$ cat src/rtl/instr_pipe_tracker.sv
// Tracks the ID_EX / EX_MEM / MEM_WB stage words and raises stall on load-use hazards.
// Optional feature macro: STALL_COUNT_EN adds a saturating stall-cycle counter.
module instr_pipe_tracker (
    input  logic        clk,
    input  logic        rst,
    input  logic [18:0] if_id_instruction,
    input  logic        if_id_valid,
    input  logic        flush,
    input  logic        freeze,
    output logic [18:0] ID_EX_instruction,
    output logic [18:0] EX_MEM_instruction,
    output logic [18:0] MEM_WB_instruction,
    output logic        ID_EX_alu_B_mux,
    output logic        stall,
    output logic [15:0] stall_count
);

    localparam logic [4:0] OP_LW = 5'b10000;
    localparam logic [4:0] OP_SW = 5'b10001;

    logic [18:0] id_ex_q, id_ex_d;
    logic [18:0] ex_mem_q, ex_mem_d;
    logic [18:0] mem_wb_q, mem_wb_d;
    logic        bmux_q, bmux_d;

    logic [2:0] if_dst, if_a, if_b;
    logic       if_alu, if_imm, if_lw, if_sw;
    logic       rd_a, rd_b, rd_d;
    logic [2:0] idex_dst, exmem_dst;
    logic       idex_lw, exmem_lw;
    logic       haz1, haz2;

    // Decode the IF/ID consumer and the two load producers ahead of it.
    always_comb begin
        if_dst    = if_id_instruction[13:11];
        if_a      = if_id_instruction[10:8];
        if_b      = if_id_instruction[7:5];
        if_alu    = ~if_id_instruction[18];
        if_imm    = if_id_instruction[17];
        if_lw     = (if_id_instruction[18:14] == OP_LW);
        if_sw     = (if_id_instruction[18:14] == OP_SW);
        rd_a      = if_id_valid & (if_alu | if_lw | if_sw);
        rd_b      = if_id_valid & if_alu & ~if_imm;
        rd_d      = if_id_valid & if_sw;
        idex_dst  = id_ex_q[13:11];
        exmem_dst = ex_mem_q[13:11];
        idex_lw   = (id_ex_q[18:14] == OP_LW) & (idex_dst != 3'd0);
        exmem_lw  = (ex_mem_q[18:14] == OP_LW) & (exmem_dst != 3'd0);
        haz1 = idex_lw & ((rd_a & (if_a == idex_dst))
                        | (rd_b & (if_b == idex_dst))
                        | (rd_d & (if_dst == idex_dst)));
        haz2 = if_id_valid & (if_lw | if_sw) & exmem_lw
             & ((if_a == exmem_dst) | (if_sw & (if_dst == exmem_dst)));
        stall = (haz1 | haz2) & ~freeze & ~flush;
    end

    // Next stage words: freeze holds, flush/stall/invalid inject a bubble.
    always_comb begin
        id_ex_d  = id_ex_q;
        ex_mem_d = ex_mem_q;
        mem_wb_d = mem_wb_q;
        bmux_d   = bmux_q;
        if (!freeze) begin
            if (flush || stall || !if_id_valid) begin
                id_ex_d = '0;
            end else begin
                id_ex_d = if_id_instruction;
            end
            ex_mem_d = id_ex_q;
            mem_wb_d = ex_mem_q;
            bmux_d   = id_ex_d[17];
        end
    end

    // Stage registers with synchronous reset.
    always_ff @(posedge clk) begin
        if (rst) begin
            id_ex_q  <= '0;
            ex_mem_q <= '0;
            mem_wb_q <= '0;
            bmux_q   <= 1'b0;
        end else begin
            id_ex_q  <= id_ex_d;
            ex_mem_q <= ex_mem_d;
            mem_wb_q <= mem_wb_d;
            bmux_q   <= bmux_d;
        end
    end

    assign ID_EX_instruction  = id_ex_q;
    assign EX_MEM_instruction = ex_mem_q;
    assign MEM_WB_instruction = mem_wb_q;
    assign ID_EX_alu_B_mux    = bmux_q;

`ifdef STALL_COUNT_EN
    logic [15:0] cnt_q, cnt_d;

    // Saturating count of stall cycles; stall is already 0 under freeze.
    always_comb begin
        cnt_d = cnt_q;
        if (stall && (cnt_q != 16'hFFFF)) begin
            cnt_d = cnt_q + 16'd1;
        end
    end

    // Counter register with synchronous reset.
    always_ff @(posedge clk) begin
        if (rst) begin
            cnt_q <= '0;
        end else begin
            cnt_q <= cnt_d;
        end
    end

    assign stall_count = cnt_q;
`else
    assign stall_count = 16'd0;
`endif

endmodule

$ cat config.mk
export PLATFORM = sky130hd
export DESIGN_NAME = instr_pipe_tracker
export DESIGN_NICKNAME = d
export VERILOG_FILES = /design/src/rtl/instr_pipe_tracker.sv
export SDC_FILE = /design/constraint.sdc
export NUM_CORES = 1
export LEC_CHECK = 0
export ABC_AREA = 0
export CORE_ASPECT_RATIO = 0.8
export CORE_UTILIZATION = 40
export CTS_BUF_LIST = sky130_fd_sc_hd__clkbuf_2
export CTS_CLUSTER_SIZE = 40
export DETAILED_ROUTE_END_ITERATION = 16
export GPL_TIMING_DRIVEN = 0
export PLACE_DENSITY = 0.77
export SLEW_MARGIN = 20
export SYNTH_ARGS = -nofsm -noshare
export SYNTH_HDL_FRONTEND = slang
export SYNTH_SLANG_ARGS = --single-unit
$ cat constraint.sdc
create_clock -name clk -period 1.8 [get_ports clk]
set_input_delay 0.18 -clock clk [delete_from_list [all_inputs] [get_ports clk]]
set_output_delay 0.18 -clock clk [all_outputs]
set_load 0.01 [all_outputs]
## Yosys cells after proc, flatten, opt, wreduce, memory -nomap -nowiden

Cells that the tools add are included.

- Bits of input ports: 24
- Register bits: 58
- Bits in writable memories: 0
- Memories: 0
- ROM bits: 0
- Bits in latches: 0
- Output and inout bits: 75

- Shifts and indexed selects: 0
- Add/sub/neg operators: 0
- Eq/ne operators: 9
- Bitwise logic cells: 27
- Muxes and demuxes: 1
- Divide/modulo/power cells: 0
- Multipliers: 0
- Reduce and logical (&&, ||, !) cells: 5
- Magnitude comparators: 0

Operators by type and width:

| kind | count |
|---|---|
| $eq 5x5->1 const B | 4 |
| $mux 19 | 1 |
| $and 1x1->1 | 16 |
| $eq 3x3->1 | 5 |
| $or 1x1->1 | 7 |
| $reduce_bool 3->1 | 2 |
| $not 1->1 | 4 |
| $logic_or 1x1->1 | 2 |
| $logic_not 1->1 | 1 |

## Depth between registers and ports, before layout

Gate-level depths: netlist of run 1.

- Depth in word-level cells: 14
- Gate-level depth with buffers: 7
- Gate-level depth less buffers: 5

## Worst setup path after synthesis of run 1

OpenSTA, ideal clock, no wires.

- Path kind: register to output
- Start point: register id_ex_q[11], in the netlist ID_EX_instruction[11]
- End point: output stall
- Arrival time: 1,694 ps
- Setup slack: -74 ps
- Cell stages (with the launch flop): 7
- Data required time: 1,620 ps
- Path through: dfxtp_1 -> buf_2 -> xor2_1 -> or4_4 -> nand3_2 -> nand2_1 -> a211oi_1

- Longest elaborated chain between the ends: 8
- Elaborated cells on any way between the ends: 14
- Those cells by class: eq/ne: 3; bitwise: 10; reduce/logical: 1

RTL lines:

| item | line | source |
|---|---|---|
| start: declaration | 21 | `logic [18:0] id_ex_q, id_ex_d;` |
| start signal: assignment | 83 | `id_ex_q <= id_ex_d;` |
| $eq 3x3->1, on equally long branches | 49, 50 |  |
| $and 1x1->1, on equally long branches | 49, 50 |  |
| $or 1x1->1 | 50 | `\| (rd_b & (if_b == idex_dst))` |
| $or 1x1->1 | 51 | `\| (rd_d & (if_dst == idex_dst)));` |
| $and 1x1->1 (*) | 49 | `haz1 = idex_lw & ((rd_a & (if_a == idex_dst))` |
| $or 1x1->1 (*) | 54 | `stall = (haz1 \| haz2) & ~freeze & ~flush;` |
| $and 1x1->1 (*) (2 in series) | 54 |  |
| end: declaration | 14 | `output logic stall,` |

Mark *: on every way between the ends. The rest lies on a longest branch, timed or not.

## Worst setup path in the final report of run 1

Ends and elaborated chain as after synthesis.

==> summary.md, run 1 <==
| Metric | Value |
|---|---|
| Global-route wire length before repair | 9470 um |
| Number of CTS-inserted buffers | 9 |
| Critical path capture point | stall |
| Min setup slack post-route | -0.442 ns |
| Final setup skew | roughly 0.012 ns |
| Clock insertion delay at the later pin of the skew report | between 0.4 and 0.5 ns |
| Unrepaired setup endpoints after global routing | true |
| Violation count after the first detailed-routing iteration | 67 |
| Port Buffer Count | between 80 and 90 |
| Number of buffers between clock root and the deepest sink | 2 |
| Floorplan die height | 70.7 um |
| Area growth syn-to-layout | 49.5% |
| Non-Filler Cell Area, Final | 3530 um2 |
| Initial antenna violation count | 0 |
| Final period demand of the worst path | between 2 and 2.5 ns |
| Routed wire length | just under 6000 um |
| Max VDD drop | about 0.00046 V |
| Via density per instance | 4.64 |
| Total count of hold-check failures in the final report | 0 |
| Worst hold path class | input pin to flop |
| Horizontal die dimension | 87.9 um |
| Biggest fanout along the worst timing path | 2 |
| ANT nets after route | 0 |
| Cell-internal power | roughly 1.7 mW |
| Vias after detailed routing | roughly 2000 |
| Average wire per standard cell | 14.1 um |
| Element type at the critical path start | flop |
| Fraction of power consumed by combinational cells | 0.126 |
| Worst slew pin tran | 0.776 ns |
| Fraction of layout instances using a drive strength above 1 | 0.201 |
| Number of rows in the core area | 24 |
| Detailed-router iteration count before antenna repair | 4 |
| Failing checks | negative setup slack |
| Share of synthesized area occupied by flip-flops and latches | 0.483 |
| Lkg Pwr | roughly 1.5 nW |
| WP data arrival | 2.06 ns |
| Most common cell after layout, fill and taps aside | sky130_fd_sc_hd__clkdlybuf4s50_1 |
| I/O pin count | between 90 and 100 |
| H-tree Lvls | 3 |
| Area of placed instances | around 3300 um2 |
| Detailed placer's ending HPWL | ~4400 um |
| Power density over the cells | between 600 and 700 nW/um2 |
| Initial standard-cell utilization of the core | 0.425 |
| Type of the worst setup path | flop to output pin |
| Number of maximum-capacitance violations | 0 |
| Mean instance size in the synthesized netlist | between 10 and 15 um2 |
| Max-slew violations | 0 |
| Data required time of the worst path | between 1.5 and 2 ns |
| Count of state elements after synthesis | 57 |
| Sink Count | between 50 and 60 |
| Setup slack of the worst register-to-register path | -0.05 ns |
| Clock transition at path regs | ~0.16 ns |
| Part of the total power dissipated in the clock network | 0.329 |
| Post-route DRC violation count | 0 |
| TritonCTS clock tree | yes |
| Headroom to the max-slew limit | 0.483 |
| Number of instances in the synthesized netlist | 225 |
| Startpoint of the worst setup timing path | ID_EX_instruction[11]$_SDFFE_PP0N_ |
| Synth warnings | 0 |
| Part of the total power dissipated in sequential elements | 0.545 |
| Share of the core filled with cells | 0.636 |
| Fmax | between 400 and 500 MHz |
| Switching portion of total power | 0.265 |
| Die area | 6220 um2 |
| Final weighted congestion in routability-driven placement | 0.820 |
| Total gr overflow | 0 |
| Outcome | complete, but fails checks |
| Area of the core | 5560 um2 |
| Source of the worst register-to-register timing path | ID_EX_instruction[11]$_SDFFE_PP0N_ |
| GR Util All Layers | 0.209 |
| Switching power of the nets | ~630 uW |
| Final setup violation count | 16 |
| Top library cells by usage in the layout, fill and taps aside | sky130_fd_sc_hd__clkdlybuf4s50_1, sky130_fd_sc_hd__dfxtp_1, sky130_fd_sc_hd__nor2_1 |
| Largest net degree at the start of global routing | 11 |
| Number of distinct library cells after synthesis | 30 |
| Via count of the first global-routing pass | roughly 1800 |
| Diode count | 0 |
| Kind of capture point of the worst setup path | output pin |
| Capture instance of the worst register-to-register path | ID_EX_instruction[12]$_SDFFE_PP0N_ |
| Number of cells on the worst reg-to-reg path | 7 |
| Final #Nets | 363 |
| Part of the cycle the worst path needs | 1.25 |
| Post-synthesis instance area | roughly 2400 um2 |
| Root buffer cell | sky130_fd_sc_hd__clkbuf_2 |
-- registers in the layout (all words and copies together) (netlist names) --
register / cells
EX_MEM_instruction: 19
ID_EX_instruction: 19
MEM_WB_instruction: 19
-- Yosys cell counts (all sizes together) --
library cell / count / area [um2]
dfxtp: 57 / 1140
nor2: 40 / 150
mux2i: 38 / 380
buf: 27 / 185
a22o: 19 / 174
xnor2: 9 / 78.8
xor2: 6 / 52.6
clkbuf: 5 / 18.8
nand2: 3 / 11.3
nand3: 3 / 20.0
a21oi: 2 / 10.0
nand4: 2 / 12.5
nor3: 2 / 15.0
or3: 2 / 12.5
a211oi: 1 / 7.51
a221oi: 1 / 26.3
conb: 1 / 3.75
nand4b: 1 / 8.76
nor2b: 1 / 6.26
nor4b: 1 / 8.76
nor4bb: 1 / 10.0
o31ai: 1 / 7.51
or4: 1 / 11.3
or4b: 1 / 10.0
-- how the worst min path moves through the flow --
stage / start / endpoint / slack (ns) / cells after the start
CTS: if_id_instruction[3] / ID_EX_instruction[3]$_SDFFE_PP0N_ / 0.24 / 2
finish: if_id_instruction[1] / ID_EX_instruction[1]$_SDFFE_PP0N_ / 0.28 / 2
detailed placement: MEM_WB_instruction[7]$_SDFFE_PP0N_ / MEM_WB_instruction[7]$_SDFFE_PP0N_ / 0.48 / 2
global placement: MEM_WB_instruction[9]$_SDFFE_PP0N_ / MEM_WB_instruction[9]$_SDFFE_PP0N_ / 0.47 / 2
floorplan: if_id_instruction[10] / ID_EX_instruction[10]$_SDFFE_PP0N_ / 0.31 / 1
global route: if_id_instruction[1] / ID_EX_instruction[1]$_SDFFE_PP0N_ / 0.25 / 2
-- worst max-delay path: stages (launching register included) --
cell                       delay [ns]
sky130_fd_sc_hd__dfxtp_4         0.38
sky130_fd_sc_hd__xor2_1          0.15
sky130_fd_sc_hd__or4_4           0.54
sky130_fd_sc_hd__nand3_4         0.10
sky130_fd_sc_hd__nand2_2         0.06
sky130_fd_sc_hd__a211oi_2        0.19
sky130_fd_sc_hd__buf_2           0.17
-- layer usage --
| layer | share of wire | GRT usage |
|---|---|---|
| met1 | 0.46 | 0.275 |
| met2 | 0.45 | 0.309 |
| met3 | 0.078 | 0.0898 |
| met4 | 0.0096 | 0.0638 |
| met5 | 0 | 0 |
-- per-stage QoR --
step	worst slack [ns]	total power, mW	TNS (ns)	instances	hold slack [ns]
CTS	-0.489	2.40	-0.565	421	0.241
global placement	-0.798	1.60	-5.19	399	0.474
floorplan	0.000961	1.48	0	240	0.306
finish	-0.442	2.37	-0.737	422	0.281
global route	-0.553	2.48	-2.08	422	0.247
detailed placement	-0.778	1.61	-5.68	399	0.483
-- timing repair --
item                       4_1_cts  5_1_grt
buffers inserted                 8        1
cloned                           1        0
gates resized for setup         22        2
setup endpoints to repair       20       19
pin swaps                        3        2
hold buffers                     0        0
-- kinds of logic after synthesis --
| logic type | Yosys count | share of synthesized area |
|---|---|---|
| buffers and inverters | 32 | 0.0863 |
| other | 1 | 0.00159 |
| muxes | 38 | 0.161 |
| xor gates and xnor gates | 15 | 0.0556 |
| DFF | 57 | 0.483 |
| AOI/OAI and AO/OA | 24 | 0.0953 |
| and+or+nand+nor | 58 | 0.117 |
-- cell type report --
class	count	area, um2
Buffer	29	183
Clock buffer	9	45.0
Clock inverter	7	61.3
Fill cell	480	2020
Multi-Input combinational cell	151	1100
Sequential cell	57	1160
Tap cell	78	97.6
Timing Repair Buffer	91	883
-- power by group through the flow --
| stage | registers (mW) | clock network, mW | logic [mW] |
|---|---|---|---|
| 6_report | 1.29 | 0.781 | 0.300 |
| 5_1_grt | 1.30 | 0.857 | 0.322 |
| 4_1_cts | 1.29 | 0.806 | 0.296 |
| 3_5_place_dp | 1.32 | 0 | 0.284 |
| 3_3_place_gp | 1.32 | 0 | 0.281 |
| 2_1_floorplan | 1.33 | 0 | 0.152 |
No activity file was read; power rests on OpenSTA's default activity.
==> run 2: changes to the inputs <==
- CORE_MARGIN: not set -> 4
- SLEW_MARGIN: 20 -> 40
==> summary.md, run 2 (synthesized netlist as in run 1, its figures left out) <==
| Metric | Value |
|---|---|
| Biggest fanout along the worst timing path | 3 (+1) |
| Max-slew violations | 0 (unchanged) |
| Type of the worst setup path | flop to output pin |
| Min setup slack post-route | -0.452 ns (-0.00969 ns) |
| Number of buffers between clock root and the deepest sink | 2 (unchanged) |
| Final setup skew | 0.0123 ns (+0.000312 ns) |
| Number of cells on the worst reg-to-reg path | 9 (+2) |
| WP data arrival | 2.07 ns (about the same) |
| Floorplan die height | 76.7 um (+8.5%) |
| Horizontal die dimension | 93.9 um (+6.8%) |
| Sink Count | 57 (unchanged) |
| Total gr overflow | 0 (unchanged) |
| Unrepaired setup endpoints after global routing | true |
| Number of rows in the core area | 24 (unchanged) |
| Final period demand of the worst path | 2.25 ns (+0.00969 ns) |
| Clock transition at path regs | 0.16 ns (about the same) |
| Kind of capture point of the worst setup path | output pin |
| Grt met1 use | 0.222 (-0.0528) |
| Final setup violation count | 17 (+1) |
| Area of the core | 5590 um2 (+0.54%) |
| Startpoint of the lowest-slack hold path | if_id_instruction[2] |
| Gr busiest metal | met2 |
| ANT nets after route | 0 (unchanged) |
| Global Route met3 Usage | 0.0871 (-0.00276) |
| Area growth syn-to-layout | 53.0% |
| Top library cells by usage in the layout, fill and taps aside | sky130_fd_sc_hd__clkdlybuf4s50_1, sky130_fd_sc_hd__dfxtp_1, sky130_fd_sc_hd__nor2_1 |
| Via count of the first global-routing pass | 1955 (+6.1%) |
| H-tree Lvls | 3 (unchanged) |
| GR Util All Layers | 0.178 (-0.0308) |
| Power density over the cells | 736 nW/um2 (+9.6%) |
| Worst hold path class | input pin to flop |
| Cell at the slowest stage of the critical path | sky130_fd_sc_hd__or4_4 |
| Number of stages on the worst hold path | 2 (unchanged) |
| Crit-path cells | xor2_1, or4_4, nand3_4, nand2_2, a211oi_2, buf_2 |
| Detailed placer's ending HPWL | 4600 um (+5.4%) |
| Part of the cycle the worst path needs | 1.25 (+0.00538) |
| Outcome | complete, but fails checks |
| Diode count | 0 (unchanged) |
| Global-route wire length before repair | 10000 um (+5.6%) |
| Endpoint, Worst Hold | ID_EX_instruction[2]$_SDFFE_PP0N_ |
| Fmax | 444 MHz (-0.43%) |
| M2 GR Usage | 0.280 (-0.0293) |
| Failing checks | negative setup slack |
| Number of cells in the design after placement | 399 (unchanged) |
| Fraction of layout instances using a drive strength above 1 | 0.198 (-0.00233) |
| Most common cell after layout, fill and taps aside | sky130_fd_sc_hd__clkdlybuf4s50_1 |
| Non-Filler Cell Area, Final | 3610 um2 (+2.3%) |
| Violation count after the first detailed-routing iteration | 63 (-6.0%) |
| Vias after detailed routing | 1972 (+0.77%) |
| Final #Nets | 362 (-0.28%) |
| Area of placed instances | 3330 um2 (unchanged) |
| I/O pin count | 99 (unchanged) |
| Lkg Pwr | 1.57 nW (+4.3%) |
| Number of buffers inserted by hold repair at cts | 0 (unchanged) |
| Root buffer cell | sky130_fd_sc_hd__clkbuf_2 |
| Worst Path Buf+Inv | 1 (unchanged) |
| CP peak stage delay | 0.53 ns (about the same) |
| Initial standard-cell utilization of the core | 0.423 (-0.00229) |
| Setup slack of the worst register-to-register path | -0.18 ns (-0.13 ns) |
| Source of the worst register-to-register timing path | ID_EX_instruction[11]$_SDFFE_PP0N_ |
| Total count of hold-check failures in the final report | 0 (unchanged) |
| Detailed-router iteration count before antenna repair | 4 (unchanged) |
| Headroom to the max-slew limit | 0.489 (+0.00634) |
| Largest net degree at the start of global routing | 11 (unchanged) |
| Port Buffer Count | 81 (unchanged) |
| Capture instance of the worst register-to-register path | ID_EX_instruction[12]$_SDFFE_PP0N_ |
| Number of CTS-inserted buffers | 9 (unchanged) |
| Routed wire length | 6300 um (+5.9%) |
| Data required time of the worst path | 1.62 ns (about the same) |
| Clock insertion delay at the later pin of the skew report | 0.47 ns (-0.02 ns) |
| Post-route DRC violation count | 0 (unchanged) |
| TritonCTS clock tree | yes |
| Number of maximum-capacitance violations | 0 (unchanged) |
| Max VDD drop | 0.000602 V (+30%) |
| Worst slew pin tran | 0.766 ns (-0.00951 ns) |
| Final non-filler cell total | 421 (-0.24%) |
| Die area | 7210 um2 (+16%) |
| Via density per instance | 4.68 (+1.0%) |
| Element type at the critical path start | flop |
| Initial antenna violation count | 0 (unchanged) |
| Final weighted congestion in routability-driven placement | 0.852 (+3.8%) |
| Average wire per standard cell | 15.0 um (+6.1%) |
| Family with the most delay on the worst path | simple AND/OR/NAND/NOR gates |
==> run 2: changes by cell type in the layout (fill, tap and decap cells not counted), sizes merged <==
cell,before,now
bufinv,1,3
clkinvlp,1,0
clkinv,5,4
buf,37,35
dlymetal6s2s,0,1
==> run 2: stage by stage <==
stage / setup WS (ns) / TNS (ns) / power, mW / utilization / hold WS (ns)
after CTS: -0.475 / -2.48 / 2.67 / 0.635 / 0.260
after detailed placement: -0.789 / -6.22 / 1.61 / 0.597 / 0.482
final: -0.452 / -2.76 / 2.66 / 0.647 / 0.304
after global routing: -0.576 / -4.51 / 2.76 / 0.647 / 0.254
after floorplan: 0.000961 / 0 / 1.48 / - / 0.306
after global placement: -0.804 / -5.92 / 1.61 / 0.597 / 0.475
==> run 2: worst max-delay path by stage <==
| stage | start | endpoint | slack [ns] | depth (start not counted) |
|---|---|---|---|---|
| 2_1_floorplan | ID_EX_instruction[11]$_SDFFE_PP0N_ | stall | 0.001 | 6 |
| 3_3_place_gp | if_id_instruction[13] | stall | -0.80 | 7 |
| 3_5_place_dp | if_id_instruction[13] | stall | -0.79 | 7 |
| 4_1_cts | ID_EX_instruction[11]$_SDFFE_PP0N_ | stall | -0.48 | 6 |
| 5_1_grt | ID_EX_instruction[11]$_SDFFE_PP0N_ | stall | -0.58 | 6 |
| 6_report | ID_EX_instruction[11]$_SDFFE_PP0N_ | stall | -0.45 | 6 |
==> run 2: per-layer routing <==
layer  vias up  wire, um  part of all wire
li1        971         -                 -
met1       919      2820              0.45
met2        76      2890              0.46
met3         6       547             0.087
met4         0        38            0.0060
met5         -         0                 0
==> run 2: area by class of cell <==
| cell class | count | area, um2 |
|---|---|---|
| Sequential cell | 57 | 1150 |
| Timing Repair Buffer | 90 | 885 |
| Buffer | 29 | 183 |
| Fill cell | 483 | 1970 |
| Clock buffer | 9 | 45.0 |
| Clock inverter | 7 | 109 |
| Multi-Input combinational cell | 151 | 1140 |
| Tap cell | 78 | 97.6 |
==> run 2: where the power goes <==
group | total [mW] | internal [mW] | switching (mW)
Sequential | 1.30 | 1.28 | 0.0173
Clock | 1.06 | 0.588 | 0.474
Combinational | 0.303 | 0.161 | 0.142
==> run 2: what timing repair did <==
| item | in CTS | in global routing |
|---|---|---|
| buffers inserted | 6 | 3 |
| pin swaps | 6 | 4 |
| hold endpoints to repair | 0 | 0 |
| resized for setup | 17 | 12 |
| gates cloned | 1 | 0 |
| setup endpoints to repair | 16 | 22 |
